## src/rtl/c1541_sector_server.sv

```systemverilog
// c1541_sector_server
// Serves single-sector (512-byte) requests from the drive track buffer out of
// a byte-wide image memory, so the drive can run from a preloaded image with
// no HPS involvement. The design sits entirely in the sd_clk domain.
//
// Ports:
//   sd_clk, reset          clock and synchronous active-high reset
//   sd_lba, sd_rd, sd_wr   sector request (levels). sd_lba is latched on accept.
//   sd_ack                 high while a transfer is in progress
//   sd_buff_addr/dout/wr   byte index, read data and write strobe to the track buffer
//   sd_buff_din            write data from the track buffer (1-cycle read latency)
//   wp                     write protect: writes walk the sector but touch no memory
//   mem_addr/rd/wr/wdata   image memory request, held until mem_ack
//   mem_rdata, mem_ack     memory read data and one-cycle completion pulse
//   err                    sticky: last request hit out-of-range, timeout or wp
//   busy                   state machine not idle
module c1541_sector_server #(
  parameter int ADDR_W  = 20,
  parameter int TIMEOUT = 1023
) (
  input  logic              sd_clk,
  input  logic              reset,
  input  logic [31:0]       sd_lba,
  input  logic              sd_rd,
  input  logic              sd_wr,
  output logic              sd_ack,
  output logic [8:0]        sd_buff_addr,
  output logic [7:0]        sd_buff_dout,
  input  logic [7:0]        sd_buff_din,
  output logic              sd_buff_wr,
  input  logic              wp,
  output logic [ADDR_W-1:0] mem_addr,
  output logic              mem_rd,
  output logic              mem_wr,
  output logic [7:0]        mem_wdata,
  input  logic [7:0]        mem_rdata,
  input  logic              mem_ack,
  output logic              err,
  output logic              busy
);

  localparam int         SEC_W  = ADDR_W - 9;
  localparam logic [9:0] TO_LIM = 10'(TIMEOUT);

  typedef enum logic [2:0] {
    IDLE, RD_REQ, RD_PUT, WR_ADDR, WR_WAIT, WR_CAP, WR_MEM, FINISH
  } state_t;

  // Any set bit above the sector field means the sector lies outside the image.
  function automatic logic lba_out_of_range(input logic [31:0] lba);
    return ((lba >> SEC_W) != 32'd0);
  endfunction

  state_t           state_r, state_s;
  logic             armed_r, armed_s;
  logic [SEC_W-1:0] lba_r, lba_s;
  logic             oor_r, oor_s;
  logic [8:0]       n_r, n_s;
  logic [9:0]       to_cnt_r, to_cnt_s;
  logic             ack_r, ack_s;
  logic [7:0]       dout_r, dout_s;
  logic             buff_wr_r, buff_wr_s;
  logic             mem_rd_r, mem_rd_s;
  logic             mem_wr_r, mem_wr_s;
  logic [7:0]       wdata_r, wdata_s;
  logic             err_r, err_s;
  logic             busy_r, busy_s;
  logic             last_s;

  // Next-state and next-output logic; every output is the image of a register.
  always_comb begin
    state_s   = state_r;
    lba_s     = lba_r;
    oor_s     = oor_r;
    n_s       = n_r;
    to_cnt_s  = to_cnt_r;
    ack_s     = ack_r;
    dout_s    = dout_r;
    buff_wr_s = 1'b0;
    mem_rd_s  = mem_rd_r;
    mem_wr_s  = mem_wr_r;
    wdata_s   = wdata_r;
    err_s     = err_r;
    last_s    = (n_r == 9'd511);

    // Re-arm whenever the requester shows both request levels low.
    if (!sd_rd && !sd_wr) begin
      armed_s = 1'b1;
    end else begin
      armed_s = armed_r;
    end

    case (state_r)
      IDLE: begin
        if (armed_r && (sd_rd || sd_wr)) begin
          armed_s  = 1'b0;
          lba_s    = sd_lba[SEC_W-1:0];
          oor_s    = lba_out_of_range(sd_lba);
          err_s    = 1'b0;
          n_s      = 9'd0;
          to_cnt_s = 10'd0;
          ack_s    = 1'b1;
          // A write wins when both levels are high; the read waits for re-arm.
          if (sd_wr) begin
            state_s = WR_ADDR;
          end else begin
            state_s  = RD_REQ;
            mem_rd_s = !lba_out_of_range(sd_lba);
          end
        end else begin
          state_s = IDLE;
        end
      end
      RD_REQ: begin
        if (oor_r) begin
          dout_s    = 8'h00;
          err_s     = 1'b1;
          buff_wr_s = 1'b1;
          state_s   = RD_PUT;
        end else if (mem_ack) begin
          dout_s    = mem_rdata;
          mem_rd_s  = 1'b0;
          buff_wr_s = 1'b1;
          state_s   = RD_PUT;
        end else if (to_cnt_r == TO_LIM) begin
          dout_s    = 8'hFF;
          err_s     = 1'b1;
          mem_rd_s  = 1'b0;
          buff_wr_s = 1'b1;
          state_s   = RD_PUT;
        end else begin
          to_cnt_s = to_cnt_r + 10'd1;
        end
      end
      RD_PUT: begin
        // n is 9 bits, so the increment after byte 511 returns it to 0.
        n_s = n_r + 9'd1;
        if (last_s) begin
          ack_s   = 1'b0;
          state_s = FINISH;
        end else begin
          mem_rd_s = !oor_r;
          to_cnt_s = 10'd0;
          state_s  = RD_REQ;
        end
      end
      WR_ADDR: begin
        state_s = WR_WAIT;
      end
      WR_WAIT: begin
        // Address held for the requester's registered buffer read.
        state_s = WR_CAP;
      end
      WR_CAP: begin
        wdata_s = sd_buff_din;
        if (wp || oor_r) begin
          err_s = 1'b1;
          n_s   = n_r + 9'd1;
          if (last_s) begin
            ack_s   = 1'b0;
            state_s = FINISH;
          end else begin
            state_s = WR_ADDR;
          end
        end else begin
          mem_wr_s = 1'b1;
          to_cnt_s = 10'd0;
          state_s  = WR_MEM;
        end
      end
      WR_MEM: begin
        if (mem_ack || (to_cnt_r == TO_LIM)) begin
          mem_wr_s = 1'b0;
          if (!mem_ack) begin
            err_s = 1'b1;
          end else begin
            err_s = err_r;
          end
          n_s = n_r + 9'd1;
          if (last_s) begin
            ack_s   = 1'b0;
            state_s = FINISH;
          end else begin
            state_s = WR_ADDR;
          end
        end else begin
          to_cnt_s = to_cnt_r + 10'd1;
        end
      end
      FINISH: begin
        state_s = IDLE;
      end
      default: begin
        state_s  = IDLE;
        ack_s    = 1'b0;
        mem_rd_s = 1'b0;
        mem_wr_s = 1'b0;
      end
    endcase

    busy_s = (state_s != IDLE);
  end

  // State and output registers with synchronous reset.
  always_ff @(posedge sd_clk) begin
    if (reset) begin
      state_r   <= IDLE;
      armed_r   <= 1'b1;
      lba_r     <= '0;
      oor_r     <= 1'b0;
      n_r       <= 9'd0;
      to_cnt_r  <= 10'd0;
      ack_r     <= 1'b0;
      dout_r    <= 8'h00;
      buff_wr_r <= 1'b0;
      mem_rd_r  <= 1'b0;
      mem_wr_r  <= 1'b0;
      wdata_r   <= 8'h00;
      err_r     <= 1'b0;
      busy_r    <= 1'b0;
    end else begin
      state_r   <= state_s;
      armed_r   <= armed_s;
      lba_r     <= lba_s;
      oor_r     <= oor_s;
      n_r       <= n_s;
      to_cnt_r  <= to_cnt_s;
      ack_r     <= ack_s;
      dout_r    <= dout_s;
      buff_wr_r <= buff_wr_s;
      mem_rd_r  <= mem_rd_s;
      mem_wr_r  <= mem_wr_s;
      wdata_r   <= wdata_s;
      err_r     <= err_s;
      busy_r    <= busy_s;
    end
  end

  assign sd_ack       = ack_r;
  assign sd_buff_addr = n_r;
  assign sd_buff_dout = dout_r;
  assign sd_buff_wr   = buff_wr_r;
  assign mem_addr     = {lba_r, n_r};
  assign mem_rd       = mem_rd_r;
  assign mem_wr       = mem_wr_r;
  assign mem_wdata    = wdata_r;
  assign err          = err_r;
  assign busy         = busy_r;

endmodule

```

## config.mk

```make
export PLATFORM = sky130hd
export DESIGN_NAME = c1541_sector_server
export DESIGN_NICKNAME = d
export VERILOG_FILES = /design/src/rtl/c1541_sector_server.sv
export SDC_FILE = /design/constraint.sdc
export NUM_CORES = 1
export LEC_CHECK = 0
export CAP_MARGIN = 10
export CORE_ASPECT_RATIO = 1.25
export CORE_MARGIN = 2
export CORE_UTILIZATION = 44
export CTS_CLUSTER_DIAMETER = 40
export DETAILED_ROUTE_END_ITERATION = 10
export PLACE_DENSITY = 0.78
export RECOVER_POWER = 100
export SLEW_MARGIN = 20
export SYNTH_ARGS = -nofsm -noshare
export SYNTH_HDL_FRONTEND = slang
export SYNTH_SLANG_ARGS = --single-unit
```

## constraint.sdc

```tcl
create_clock -name sd_clk -period 3 [get_ports sd_clk]
set_input_delay 0.6 -clock sd_clk [delete_from_list [all_inputs] [get_ports sd_clk]]
set_output_delay 0.6 -clock sd_clk [all_outputs]
set_load 0.01 [all_outputs]
```

==> summary.md, run 1 <==
| Metric | Value |
|---|---|
| Status | finished, final reports clean |
| I/O pin total | ~110 |
| Worst-path fanout max | 8 |
| Yosys cell types | 57 |
| Starting density of the core | 0.4530 |
| Minimum period implied by the final worst setup slack | approximately 2.8 ns |
| Element type at the critical path start | flop |
| Via density per instance | 5.370 |
| Grt ovf | 0 |
| Number of design-rule violations left by the first detailed-router iteration | 98 |
| Post-synth net total | about 390 |
| Total wire length after detailed routing | ~7500 um |
| Number of cells traversed by the worst register-to-register path | 8 |
| Overall die area | between 0.006 and 0.007 sq mm |
| Class of the most critical hold timing path | flop to flop |
| Clock H-tree levels | 3 |
| Worst-case clock skew | around 0.0057 ns |
| Final core utilization | 0.6563 |
| Rel. slew slack | 0.4403 |
| Row cnt | 32 |
| Worst Path Class, Setup | flop to flop |
| Total Nets Final | around 500 |
| Worst setup EP type | flop |
| Average footprint of a synthesized cell | 8.235 sq um |
| ANT cells | 0 |
| Vias in the first global route | ~2.6k |
| CTS tree | yes |
| Die height | 92.79 um |
| Share of power burned in registers | 0.364 |
| Number of detailed-routing iterations run before antenna repair | 5 |
| Detailed placer's ending HPWL | 5561 um |
| Final max-slew violation count | 0 |
| Setup repair after global routing missed its margin | false |
| Setup violators final | 0 |
| Synthesized netlist cell count | approximately 340 |
| Worst IR drop on VDD | around 0.39 mV |
| Area of the mapped netlist | about 0.0028 sq mm |
| Final-layout setup total negative slack | 0 ns |
| First-pass GRT wire length | about 12,000 um |
| Post-DRT Antenna Nets | 0 |
| Reported max-cap violation count | 0 |
| Antenna violations before repair | 0 |
| Commonest non-fill, non-tap cell in the layout | sky130_fd_sc_hd__dfxtp_1 |
| Number of clock sinks | between 50 and 60 |
| Area of the core region | a little over 0.006 sq mm |
| Fraction of synthesis flops using an asynchronous set or reset pin | 0 |
| Top flip-flop cell by instance count after synthesis | sky130_fd_sc_hd__dfxtp_1 |
| Overall via count from detail_route | 2,819 |
| Setup slack, reg-to-reg | 0.20 ns |
| Data arrival, critical path | approximately 3.0 ns |
| Portion of total power attributed to the clock network | 0.280 |
| Total GRT Usage | 0.2188 |
| Commonest cells after routing, fill and taps aside | sky130_fd_sc_hd__dfxtp_1 (57), sky130_fd_sc_hd__nand2_1 (54), sky130_fd_sc_hd__dlygate4sd3_1 (53), sky130_fd_sc_hd__clkdlybuf4s50_1 (51), sky130_fd_sc_hd__a21oi_1 (34) |
| Post-synth EDFFs | 0 |
| Actual transition at the worst max-transition pin | approximately 0.84 ns |
| Required time at the worst-slack endpoint | around 3.2 ns |
| Drt drc | 0 |
| Internal Power | approximately 1.7 mW |
| Proportion of synthesized chip area in sequential cells | 0.4112 |
| Net switching power | 0.8875 mW |
| Areal power density over the cells | between 600 and 700 mW/mm^2 |
| CTS root buf | sky130_fd_sc_hd__clkbuf_8 |
| Final cell count without fillers | 525 |
| Dpl cell area | 0.003829 sq mm |
| Average wire length per cell after detail routing | approximately 14 um |
| Total clock buffers created by CTS | 9 |
| Period Utilization, post-route | 0.9344 |
| Achievable frequency | between 300 and 400 MHz |
| Largest net degree at the start of global routing | 24 |
| Clk pin slew, worst setup/hold paths | about 0.06 ns |
| Share of total power consumed by net switching | 0.3413 |
| Logic gate share of total power | 0.357 |
| Die span in x | 75.04 um |
| Cell Count Post-Placement | 507 |
| Final std cell area, no fill | ~0.004 sq mm |
| Capture endpoint of the worst hold path | sd_buff_dout[3]$_SDFFE_PP0P_ |
| Leakage power of the design | between 1.5 and 2 nW |
| I/O Buffers | between 100 and 150 |
| Startpoint of the lowest-slack hold path | sd_buff_dout[3]$_SDFFE_PP0P_ |
| Count of warnings emitted by yosys | 0 |
| Crit Reg-Reg Startpoint | sd_buff_addr[0]$_SDFFE_PP0P_ |
| Number of hold violations in the final report | 0 |
| Endpoint of the most critical register-to-register path | to_cnt_r[8]$_SDFFE_PP0P_ |
| P&R area growth vs syn | 44.86% |
| Min Hold Slack | around 0.45 ns |
| Final Wtd Congestion | 0.8622 |
| Fraction of layout instances using a drive strength above 1 | 0.06818 |
| Cell depth of the worst min-delay path | 2 |
| Number of synthesized register bits | between 50 and 60 |
| Clock latency of the later-clocked register in the worst-skew pair | roughly 0.33 ns |
| Maximum buffer depth of the clock tree | 2 |
power groups by stage:
stage          Sequential [mW]  Clock, mW  Combinational [mW]
6_report                 0.946      0.727               0.927
5_1_grt                  0.961      0.775                1.03
4_1_cts                  0.951      0.743               0.956
3_5_place_dp             0.966          0               0.952
3_3_place_gp             0.962          0               0.938
2_1_floorplan            0.975          0               0.574
cells in the mapped netlist, drive strengths merged, types with 4 or more instances:
| cell type | count | share of area |
|---|---|---|
| a21oi | 34 | 0.063 |
| and3 | 7 | 0.016 |
| buf | 16 | 0.044 |
| clkbuf | 12 | 0.016 |
| dfxtp | 57 | 0.41 |
| inv | 5 | 0.0068 |
| nand2 | 54 | 0.073 |
| nand2b | 5 | 0.011 |
| nand3 | 18 | 0.032 |
| nor2 | 17 | 0.023 |
| nor3 | 8 | 0.014 |
| nor4 | 5 | 0.011 |
| o21ai | 26 | 0.047 |
| o311ai | 7 | 0.022 |
| o31ai | 7 | 0.021 |
| or3 | 4 | 0.0090 |
sequential cells by signal (all words and copies together), names as in the netlist:
name / cells
state_r: 3
sd_buff_addr: 9
sd_ack: 1
to_cnt_r: 10
armed_r: 1
oor_r: 1
mem_wdata: 8
sd_buff_wr: 1
mem_wr: 1
lba_r: 11
sd_buff_dout: 8
busy: 1
mem_rd: 1
err: 1
logic make-up (layout without fill, tap and decap cells):
kind of cell | count (synthesis) | after routing | share of synthesized area
AOI/OAI and AO/OA | 101 | 101 | 0.2448
buffers and inverters | 33 | 136 | 0.06717
xor gates and xnor gates | 2 | 2 | 0.006313
adders and majority gates | 3 | 3 | 0.01353
and+or+nand+nor | 138 | 138 | 0.2462
muxes | 3 | 3 | 0.01082
DFF | 57 | 57 | 0.4112
how the worst max path moves through the flow:
stage	from	endpoint	slack, ns	cells past startpoint
finish	sd_buff_addr[0]$_SDFFE_PP0P_	to_cnt_r[8]$_SDFFE_PP0P_	0.20	8
global route	sd_buff_addr[0]$_SDFFE_PP0P_	to_cnt_r[8]$_SDFFE_PP0P_	0.04	8
CTS	sd_buff_addr[0]$_SDFFE_PP0P_	to_cnt_r[4]$_SDFFE_PP0P_	0.13	8
detailed placement	sd_wr	to_cnt_r[5]$_SDFFE_PP0P_	0.12	6
global placement	sd_wr	to_cnt_r[6]$_SDFFE_PP0P_	0.19	6
floorplan	sd_buff_addr[0]$_SDFFE_PP0P_	to_cnt_r[5]$_SDFFE_PP0P_	0.29	10
critical path: stages (launching register included):
cell and delay (ns):
sky130_fd_sc_hd__dfxtp_1 0.34, sky130_fd_sc_hd__ha_1 0.23, sky130_fd_sc_hd__and3_1 0.20, sky130_fd_sc_hd__and3_1 0.21, sky130_fd_sc_hd__and3_1 0.19, sky130_fd_sc_hd__ha_1 0.26, sky130_fd_sc_hd__a311o_2 0.44, sky130_fd_sc_hd__or4_4 0.55
sky130_fd_sc_hd__o41ai_1 0.27
stage by stage:
stage / power (mW) / setup slack (ns)
floorplan: 1.549 / 0.2903
global placement: 1.900 / 0.1914
detailed placement: 1.917 / 0.1242
CTS: 2.650 / 0.1336
global route: 2.763 / 0.03825
finish: 2.600 / 0.1969
layer usage:
layer	GRT usage	share of wire
met1	0.2620	0.40
met4	0.09821	0.018
met5	0	0
met2	0.3721	0.51
met3	0.03700	0.068
area by class of cell:
cell class / instances / area, sq um
fillers: 543 / 2106
multi-input cells: 247 / 1436
flip-flops and latches: 57 / 1141
repair buffers: 115 / 1112
clock buffers: 11 / 151.4
well taps: 85 / 106.4
clock inverters: 5 / 53.80
inverters: 5 / 18.77
timing repair:
item | in CTS | in global routing
buffers inserted | 0 | 2
endpoints found under the setup margin | 0 | 2
gates resized for setup | 0 | 1
hold buffers | 0 | 0
Note: power is estimated with default switching activity, not from simulation.
==> run 2, diff against run 1 <==
--- a/config.mk
+++ b/config.mk
@@ -6,11 +6,12 @@
 export NUM_CORES = 1
 export LEC_CHECK = 0
 export CAP_MARGIN = 10
-export CORE_ASPECT_RATIO = 1.25
+export CORE_ASPECT_RATIO = 1.1
 export CORE_MARGIN = 2
 export CORE_UTILIZATION = 44
-export CTS_CLUSTER_DIAMETER = 40
+export CTS_CLUSTER_DIAMETER = 50
 export DETAILED_ROUTE_END_ITERATION = 10
+export MAX_ROUTING_LAYER = met4
 export PLACE_DENSITY = 0.78
 export RECOVER_POWER = 100
 export SLEW_MARGIN = 20
==> run 2 against run 1 <==
- setup slack improved by 0.059 ns
- cell area decreased by 0.31%
- fmax increased by 2.2%
- global-route usage increased by 0.58 points
- count of clock-buffer cells in the layout increased by 1
- final cell count decreased by 0.76%
- largest power group unchanged
==> summary.md, run 2 (synthesis gave the netlist of run 1 again) <==
| Metric | Value |
|---|---|
| First-pass GRT wire length | 12,020 um |
| Largest net degree at the start of global routing | 23 |
| Fraction of layout instances using a drive strength above 1 | 0.05896 |
| Worst setup EP type | flop |
| Register containing the most flip-flops in the final layout | lba_r |
| Cells resized by post-CTS repair | 0 |
| Period Utilization, post-route | 0.9147 |
| Row cnt | 30 |
| Number of detailed-routing iterations run before antenna repair | 4 |
| Number of flip-flops under the largest register name | 11 |
| Post-CTS setup buffers | 0 |
| Total clock buffers created by CTS | 9 |
| I/O Buffers | around 100 |
| Total Nets Final | 494 |
| I/O pin total | ~110 |
| Fill cell count | around 530 |
| Minimum period implied by the final worst setup slack | roughly 2.7 ns |
| Class of the most critical hold timing path | flop to flop |
| Clock latency of the later-clocked register in the worst-skew pair | about 0.32 ns |
| Overall via count from detail_route | about 2.9k |
| Commonest non-fill, non-tap cell in the layout | sky130_fd_sc_hd__dfxtp_1 |
| Worst-path fanout max | 8 |
| Required time at the worst-slack endpoint | 3.22 ns |
| Grt ovf | 0 |
| Final Wtd Congestion | roughly 0.9 |
| Average wire length per cell after detail routing | about 14 um |
| Total GRT Usage | 0.2245 |
| Reported max-cap violation count | 0 |
| Commonest cells after routing, fill and taps aside | sky130_fd_sc_hd__dfxtp_1 (57), sky130_fd_sc_hd__nand2_1 (54), sky130_fd_sc_hd__dlygate4sd3_1 (54), sky130_fd_sc_hd__clkdlybuf4s50_1 (50), sky130_fd_sc_hd__a21oi_1 (34) |
| Number of clock sinks | 57 |
| Setup repair after global routing missed its margin | false |
| Via density per instance | 5.474 |
| Final-layout setup total negative slack | 0 ns |
| Antenna violations before repair | 0 |
| Data arrival, critical path | 2.97 ns |
| Detailed placer's ending HPWL | 5421 um |
| Rel. slew slack | 0.5102 |
| Area of the core region | 0.006118 sq mm |
| Actual transition at the worst max-transition pin | between 0.7 and 0.8 ns |
| Min Hold Slack | roughly 0.45 ns |
| CTS root buf | sky130_fd_sc_hd__clkbuf_8 |
| Number of hold violations in the final report | 0 |
| CTS Hold Bufs | 0 |
| CTS tree | yes |
| ANT cells | 0 |
| Setup violators final | 0 |
| Worst Path Class, Setup | flop to flop |
| Worst IR drop on VDD | 0.3248 mV |
| Starting density of the core | 0.4536 |
| Leakage power of the design | roughly 1.6 nW |
| Status | finished, final reports clean |
| Number of design-rule violations left by the first detailed-router iteration | 150 |
| Die span in x | ~80 um |
| Clock H-tree levels | 3 |
| P&R area growth vs syn | 44.41% |
| Areal power density over the cells | roughly 640 mW/mm^2 |
| Drt drc | 0 |
| Die height | between 80 and 90 um |
| Final max-slew violation count | 0 |
| Total wire length after detailed routing | ~7300 um |
| Overall die area | 0.006959 sq mm |
| Post-DRT Antenna Nets | 0 |
| Clk pin slew, worst setup/hold paths | around 0.060 ns |
| Element type at the critical path start | flop |
| Maximum buffer depth of the clock tree | 2 |
| Vias in the first global route | around 2.6k |
| Achievable frequency | about 360 MHz |
| Worst-case clock skew | around 0.0060 ns |
## run 2: changes by cell type in the layout (fill, tap and decap cells not counted), sizes merged
cell,before,now
clkbuf,14,18
clkdlybuf4s50,51,50
dlygate4sd3,53,54
buf,8,7
clkinv,4,2
## run 2: power breakdown
group / switching (mW) / internal [mW] / leakage [nW] / total (mW)
Sequential: 0.110 / 0.865 / 0.464 / 0.975
Combinational: 0.474 / 0.411 / 1.04 / 0.884
Clock: 0.290 / 0.422 / 0.102 / 0.711
## run 2: per-layer routing
layer / share of wire / vias to the layer above / track usage
li1: - / 1426 / -
met3: 0.071 / 8 / 0.05498
met4: 0.016 / 0 / 0.08934
met1: 0.41 / 1303 / 0.2699
met5: 0 / - / -
met2: 0.50 / 115 / 0.3613
## run 2: path summary, 6_finish.rpt
check | slack [ns] | startpoint | endpoint | depth (start not counted)
setup / recovery | 0.26 | sd_buff_addr[0]$_SDFFE_PP0P_ | to_cnt_r[3]$_SDFFE_PP0P_ | 8
hold / removal | 0.45 | sd_buff_dout[4]$_SDFFE_PP0P_ | sd_buff_dout[4]$_SDFFE_PP0P_ | 2
setup reg to reg | 0.26 | sd_buff_addr[0]$_SDFFE_PP0P_ | to_cnt_r[3]$_SDFFE_PP0P_ | 8
hold reg to reg | 0.45 | sd_buff_dout[4]$_SDFFE_PP0P_ | sd_buff_dout[4]$_SDFFE_PP0P_ | 2
## run 2: cell type report
cell class              instances  area, sq um  share of cell area
clock buffers                  12        155.1             0.03871
multi-input cells             247         1436              0.3584
flip-flops and latches         57         1141              0.2847
repair buffers                117         1116              0.2785
well taps                      80        100.1             0.02498
clock inverters                 3        40.04            0.009991
inverters                       5        18.77            0.004683
## run 2: worst max-delay path: stages, from the launching register on
cell	delay, ns
sky130_fd_sc_hd__dfxtp_1	0.34
sky130_fd_sc_hd__ha_1	0.24
sky130_fd_sc_hd__and3_1	0.21
sky130_fd_sc_hd__and3_1	0.21
sky130_fd_sc_hd__and3_1	0.19
sky130_fd_sc_hd__ha_1	0.26
sky130_fd_sc_hd__a311o_1	0.37
sky130_fd_sc_hd__or4_4	0.56
sky130_fd_sc_hd__o32ai_1	0.27
## run 2: stage by stage
step | cells | utilization | setup WS [ns] | total power [mW] | area, sq um
5_1_grt | 521 | 0.6550 | 0.1064 | 2.741 | 4008
3_5_place_dp | 506 | 0.6297 | 0.2877 | 1.950 | 3852
4_1_cts | 521 | 0.6616 | 0.2892 | 2.663 | 4048
6_report | 521 | 0.6550 | 0.2560 | 2.571 | 4008
3_3_place_gp | 506 | 0.6297 | 0.3492 | 1.937 | 3852
2_1_floorplan | 337 | - | 0.2903 | 1.549 | 2775
==> run 3, diff against run 2 <==
--- a/config.mk
+++ b/config.mk
@@ -9,7 +9,6 @@
 export CORE_ASPECT_RATIO = 1.1
 export CORE_MARGIN = 2
 export CORE_UTILIZATION = 44
-export CTS_CLUSTER_DIAMETER = 50
 export DETAILED_ROUTE_END_ITERATION = 10
 export MAX_ROUTING_LAYER = met4
 export PLACE_DENSITY = 0.78
==> results of run 3 <==
No change in the layout: final DEF, timing and power equal those of run 2.
